<file path="config.mk">
export PLATFORM = sky130hd
export DESIGN_NAME = adder_result_stage
export DESIGN_NICKNAME = d
export VERILOG_FILES = /design/src/rtl/adder_result_stage.sv
export SDC_FILE = /design/constraint.sdc
export NUM_CORES = 1
export LEC_CHECK = 0
export ABC_CLOCK_PERIOD_IN_PS = 7980
export CAP_MARGIN = 10
export CELL_PAD_IN_SITES_DETAIL_PLACEMENT = 1
export CELL_PAD_IN_SITES_GLOBAL_PLACEMENT = 1
export CORE_MARGIN = 4
export CORE_UTILIZATION = 36
export DETAILED_ROUTE_END_ITERATION = 12
export GPL_ROUTABILITY_DRIVEN = 0
export PLACE_DENSITY = 0.9
export SKIP_LAST_GASP = 1
export SYNTH_ARGS = -nofsm -noshare
export SYNTH_HDL_FRONTEND = slang
export SYNTH_SLANG_ARGS = --single-unit
</file>
<file path="constraint.sdc">
create_clock -name clk -period 7.98 [get_ports clk]
set_input_delay 0.798 -clock clk [delete_from_list [all_inputs] [get_ports clk]]
set_output_delay 0.798 -clock clk [all_outputs]
set_load 0.05 [all_outputs]
</file>
<file path="src/rtl/adder_result_stage.sv">
// Registered result stage behind the 64-bit adder: captures sum/carry, derives flags and
// buffers entries in an in-order FIFO. Optional counters are enabled by ADDER_RESULT_STATS_EN.
module adder_result_stage #(
    parameter int WIDTH = 64,
    parameter int DEPTH = 2
) (
    input  logic             clk,
    input  logic             rst,
    input  logic             in_valid,
    output logic             in_ready,
    input  logic [WIDTH-1:0] in_a,
    input  logic [WIDTH-1:0] in_b,
    input  logic [WIDTH-1:0] in_sum,
    input  logic             in_carry_out,
    output logic             out_valid,
    input  logic             out_ready,
    output logic [WIDTH-1:0] out_sum,
    output logic             out_carry,
    output logic             out_zero,
    output logic             out_neg,
    output logic             out_ovf
`ifdef ADDER_RESULT_STATS_EN
    ,
    output logic [31:0]      stat_results,
    output logic [31:0]      stat_carries,
    output logic [31:0]      stat_ovfs
`endif
);

    // Handshake: a transfer happens on a rising edge where valid & ready are both high;
    // ready never depends on valid, and valid/data hold steady until the transfer occurs.

    localparam int AW = (DEPTH > 1) ? $clog2(DEPTH) : 1;
    localparam int CW = $clog2(DEPTH + 1);
    localparam logic [CW-1:0] FULL_COUNT = CW'(DEPTH);
    localparam logic [AW-1:0] LAST_PTR   = AW'(DEPTH - 1);

    logic [WIDTH-1:0] sum_mem  [DEPTH];
    logic [3:0]       flag_mem [DEPTH];   // {ovf, neg, zero, carry}
    logic [AW-1:0]    wr_ptr;
    logic [AW-1:0]    rd_ptr;
    logic [CW-1:0]    count;

    logic             push;
    logic             pop;
    logic             flag_zero;
    logic             flag_neg;
    logic             flag_ovf;
    logic             operand_unused;

    // Only the operand sign bits feed the flags.
    assign operand_unused = ^{in_a[WIDTH-2:0], in_b[WIDTH-2:0]};

    always_comb begin
        flag_zero = ~|in_sum;
        flag_neg  = in_sum[WIDTH-1];
        flag_ovf  = (in_a[WIDTH-1] == in_b[WIDTH-1]) & (in_sum[WIDTH-1] != in_a[WIDTH-1]);
    end

    assign in_ready  = (count != FULL_COUNT);
    assign out_valid = (count != '0);
    assign push      = in_valid & in_ready;
    assign pop       = out_valid & out_ready;

    assign out_sum   = sum_mem[rd_ptr];
    assign out_carry = flag_mem[rd_ptr][0];
    assign out_zero  = flag_mem[rd_ptr][1];
    assign out_neg   = flag_mem[rd_ptr][2];
    assign out_ovf   = flag_mem[rd_ptr][3];

    always_ff @(posedge clk) begin
        if (rst) begin
            wr_ptr <= '0;
            rd_ptr <= '0;
            count  <= '0;
            for (int i = 0; i < DEPTH; i++) begin
                sum_mem[i]  <= '0;
                flag_mem[i] <= '0;
            end
        end else begin
            if (push) begin
                sum_mem[wr_ptr]  <= in_sum;
                flag_mem[wr_ptr] <= {flag_ovf, flag_neg, flag_zero, in_carry_out};
                wr_ptr           <= (wr_ptr == LAST_PTR) ? '0 : wr_ptr + 1'b1;
            end
            if (pop) begin
                rd_ptr <= (rd_ptr == LAST_PTR) ? '0 : rd_ptr + 1'b1;
            end
            case ({push, pop})
                2'b10:   count <= count + 1'b1;
                2'b01:   count <= count - 1'b1;
                default: count <= count;
            endcase
        end
    end

`ifdef ADDER_RESULT_STATS_EN
    // Counters saturate rather than wrap so a long run never reports a small value.
    always_ff @(posedge clk) begin
        if (rst) begin
            stat_results <= '0;
            stat_carries <= '0;
            stat_ovfs    <= '0;
        end else if (push) begin
            if (stat_results != '1) stat_results <= stat_results + 32'd1;
            if (in_carry_out && (stat_carries != '1)) stat_carries <= stat_carries + 32'd1;
            if (flag_ovf && (stat_ovfs != '1)) stat_ovfs <= stat_ovfs + 32'd1;
        end
    end
`endif

endmodule
</file>
=== After elaboration in Yosys (flattened, before gate mapping) ===
Memory sizes are Yosys's and may differ from the RTL's. A register that Yosys moved wholly into a read port is not among the register bits.
Cells that the tools add are included.

* Memories: 2
* Memory bits (read-only): 0
* Register bits: 4
* Input bits: 197
* Latch bits: 0
* Bits in writable memories: 136
* Output and inout port bits: 70
* Logic and storage cells: 41

* Equal/unequal tests: 5
* Divide/modulo/power cells: 0
* Multiply operators: 0
* $add $sub $neg: 4
* Shifts and indexed selects: 0
* Reduce and logical (&&, ||, !) cells: 6
* $lt $le $gt $ge: 0
* Bitwise operators: 3
* Multiplexer cells: 18

{| class="wikitable"
|+ Memories
! memory !! depth !! width !! read ports !! clocked after Yosys merged registers in !! wr ports !! line !! text
|-
| sum_mem || 2 || 64 || 1 || 1 || 2 || 38 || <nowiki>logic [WIDTH-1:0] sum_mem [DEPTH];</nowiki>
|-
| flag_mem || 2 || 4 || 1 || 1 || 2 || 39 || <nowiki>logic [3:0] flag_mem [DEPTH];</nowiki>
|}

{| class="wikitable"
|+ Operators by type and width
! kind !! number
|-
| $reduce_or A64 Y1 || 2
|-
| $mux W64 || 1
|-
| $mux W1 || 15
|-
| $mux W4 || 1
|-
| $pmux W2 S2 || 1
|-
| $reduce_bool A2 Y1 || 2
|-
| $reduce_or A4 Y1 || 1
|-
| $and A1 B1 Y1 || 3
|-
| $add A1 B1 Y1 const B || 2
|-
| $add A2 B1 Y2 const B || 1
|-
| $eq A2 B1 Y1 const B || 1
|-
| $eq A2 B2 Y1 const B || 1
|-
| $ne A2 B2 Y1 const B || 1
|-
| $sub A2 B1 Y2 const B || 1
|-
| $eq A1 B1 Y1 || 1
|-
| $logic_not A1 Y1 || 1
|-
| $ne A1 B1 Y1 || 1
|}

=== Depth between registers and ports, before layout ===
* Word-level depth: 7
* Mapped depth: 6
* Depth with buffers taken out: 6

=== Least setup slack after synthesis ===
OpenSTA, ideal clock, no wires.

* Path kind: input to register
* From: input in_valid
* To: memory flag_mem[0][0] (enable)
* Stages: 2
* Path buffers: 0
* Slack: 3.474 ns
* Library setup time: 0.506 ns
* Data arrival time: 4.000 ns
* Required time: 7.474 ns
* Path through: nand2_4 -> o21bai_1

{| class="wikitable"
|+ RTL lines
! item !! line !! text
|-
| from (decl) || 9 || <nowiki>input logic in_valid,</nowiki>
|-
| to (decl) || 39 ||
|}

==> impl_metrics.ini <==
[worst_setup_path]
crit_path_end_kind = primary output
crit_chain = mux2_2, clkdlybuf4s50_1
crit-reg2reg-launch = count[0]$_SDFFE_PP0P_
crit_type = reg -> out
required_ps = 7180
max_stage_delay_ps = 940
worstPathMaxFanout = 67
start_kind = register
r2r_cells = 5
arrival_ps = 2550
slowest_stage = dfxtp_4

[grt]
grt_pass1_vias = 4233
groute.usage.overall_pct = 15.9
antenna_found_initial = 0
grt-ovfl-total = 0
grt_pass1_wl_mm = 23.6
grt_start_max_net_pins = 69

[routing]
wl_mm = 15.1
dr.pass1.iters = 4
drt-wirelength-per-cell_um = 19.4
drcViolationCount = 0
dr_total_vias = 3726
vias_per_cell = 4.80
drtIter0Drc = 139
drtAntennaViolNets = 0

[clocking]
postCtsHoldBufs = 0
cts_tree = built
htreeDepth = 4
path_clk_slew_ps = 60
clock_latency_ps = 410
cts_max_path_buffers = 2
root_buffer = clkbuf_16
cts_num_sinks = 139
numCtsBuffers = 17
postCtsSetupBuffers = 0
cts_resized = 0

[run_status]
outcome = finished, final reports clean

[timing]
min_period_ps = 3350
finalHoldViolations = 0
report.final.slew_viol_count = 0
max_freq_ghz = 0.299
rsz0062_at_grt = false
finalClockSkew_ps = 6.42
setup_slack_ps = 4630
slew_headroom_pct = 30.9
setup_violations = 0
fin_tns_setup_ps = 0
fin_crit_sh_pct = 41.9
worstMarginPinSlew_ps = 1030

[final_layout]
final_cell_mix = clkdlybuf4s50_1 (140), edfxtp_1 (134), and2_1 (93)
final_core_util_pct = 49.9
post-route-cell-area_um2 = 8360
antenna_cells = 0
final_common_cell = clkdlybuf4s50_1
drive_gt1_share_pct = 25.5
areaGrowthSynthToFinish_pct = 34.7
nets = 745
fillers = 1668

[synthesis]
yosysSeqAreaShare_pct = 66.5
synth_top_area_share_pct = 64.9
synth_area_leader_cell = edfxtp_1
synth-async-reset-ratio_pct = 0
syn_inst = 408
synth.avg_cell_area_um2 = 15.2
synthFlopType = edfxtp_1
synthTopCellsByArea = edfxtp_1 (65%), mux2_2 (12%), and2_1 (9.4%)
yosys_warnings = 0
synth_nets = 606
synthDistinctLibCells = 28
synth_area_um2 = 6200
synth-edff-count = 134
ys_seq_elements = 139

[pwr]
clock_power_share_pct = 26.5
switching_share_pct = 36.2
p_comb_share_pct = 37.9
leakage_uw = 0.00308
power_frac_seq_pct = 35.6
p_per_area_nw_per_um2 = 344
intPower_uw = 1830
switchingPower_uw = 1040
ir_drop_v = 0.000273

[die]
ios = 267
die_area_um2 = 19400
die-height_um = 139
die_w_um = 139
start_util_pct = 37.0
fp-row-count = 47
coreArea_um2 = 16800

[worst_hold_path]
holdPathStages = 2
hold_start = rd_ptr$_SDFFE_PP0P_
hp-class = reg -> reg

[place]
placed_area_um2 = 7800
place_hpwl_mm = 10.2
pre_cts_slack_ps = 4340
port_buffers = 140

[run]
drv_cap = 0
## stage by stage
stage / instances / total power, uW / hold slack, ps
global route: 777 / 2990 / 576
finish: 777 / 2870 / 546
detailed placement: 748 / 2140 / 532
floorplan: 408 / 1760 / 481
CTS: 777 / 2910 / 547
global placement: 748 / 2110 / 496
## kinds of logic (layout without fill, tap and decap cells)
kind of cell / after synthesis / count (layout) / synth area share (%)
buffers and inverters: 23 / 172 / 2.00
XOR/XNOR: 4 / 4 / 0.565
multiplexers: 67 / 67 / 12.2
adder cells (fa/ha/maj): 1 / 1 / 0.202
AND/OR/NAND/NOR: 170 / 170 / 18.2
AO/OA/AOI/OAI: 4 / 4 / 0.363
flip-flops: 139 / 139 / 66.5
## metal layers
layer	vias to the layer above	global-route usage, %	wire length [um]
li1	1755	-	-
met1	1828	19.1	6310
met2	120	26.5	7550
met3	23	5.18	877
met4	0	6.13	326
met5	-	0	0
## cell type report
class / instances / area, um2 / area share [%]
Clock inverter: 10 / 128 / 1.53
Multi-Input combinational cell: 246 / 1970 / 23.6
Sequential cell: 139 / 4130 / 49.4
Timing Repair Buffer: 143 / 1420 / 17.0
Clock buffer: 19 / 433 / 5.18
Tap cell: 220 / 275 / 3.29
## synth_stat cells (3+ instances only)
cell and n:
buf_6 3, dfxtp_1 5, and2_1 93, and2_2 40
nor2_1 6, buf_2 6, clkbuf_2 3, clkbuf_1 8
nand4_1 4, nor4_1 17, edfxtp_1 134, mux2_2 67
## power groups by stage
stage	sequential [uW]	clock [uW]	combinational, uW
final	1020	761	1090
after global routing	1040	811	1140
after CTS	1030	777	1100
after detailed placement	1050	0	1090
after global placement	1030	0	1080
after floorplan	980	0	784
## worst max-delay path, delay by kind of cell (launching register included)
family,cells,cell delay [ps]
flops,1,940
buf+inv,1,720
mux,1,460
## flip-flops by register name, indices dropped and copies added, names as in the netlist, named ones only
register  count
rd_ptr        1
wr_ptr        1
flag_mem      8
count         2
sum_mem     126
## final timing paths
| path | endpoint | slack [ps] |
|---|---|---|
| max | out_sum[48] | 4630 |
| min | register | 550 |
| max reg2reg | sum_mem[1][7]$_SDFFCE_PN0P_ | 5230 |
| min reg2reg | register | 550 |
(Power assumes the default switching activity.)
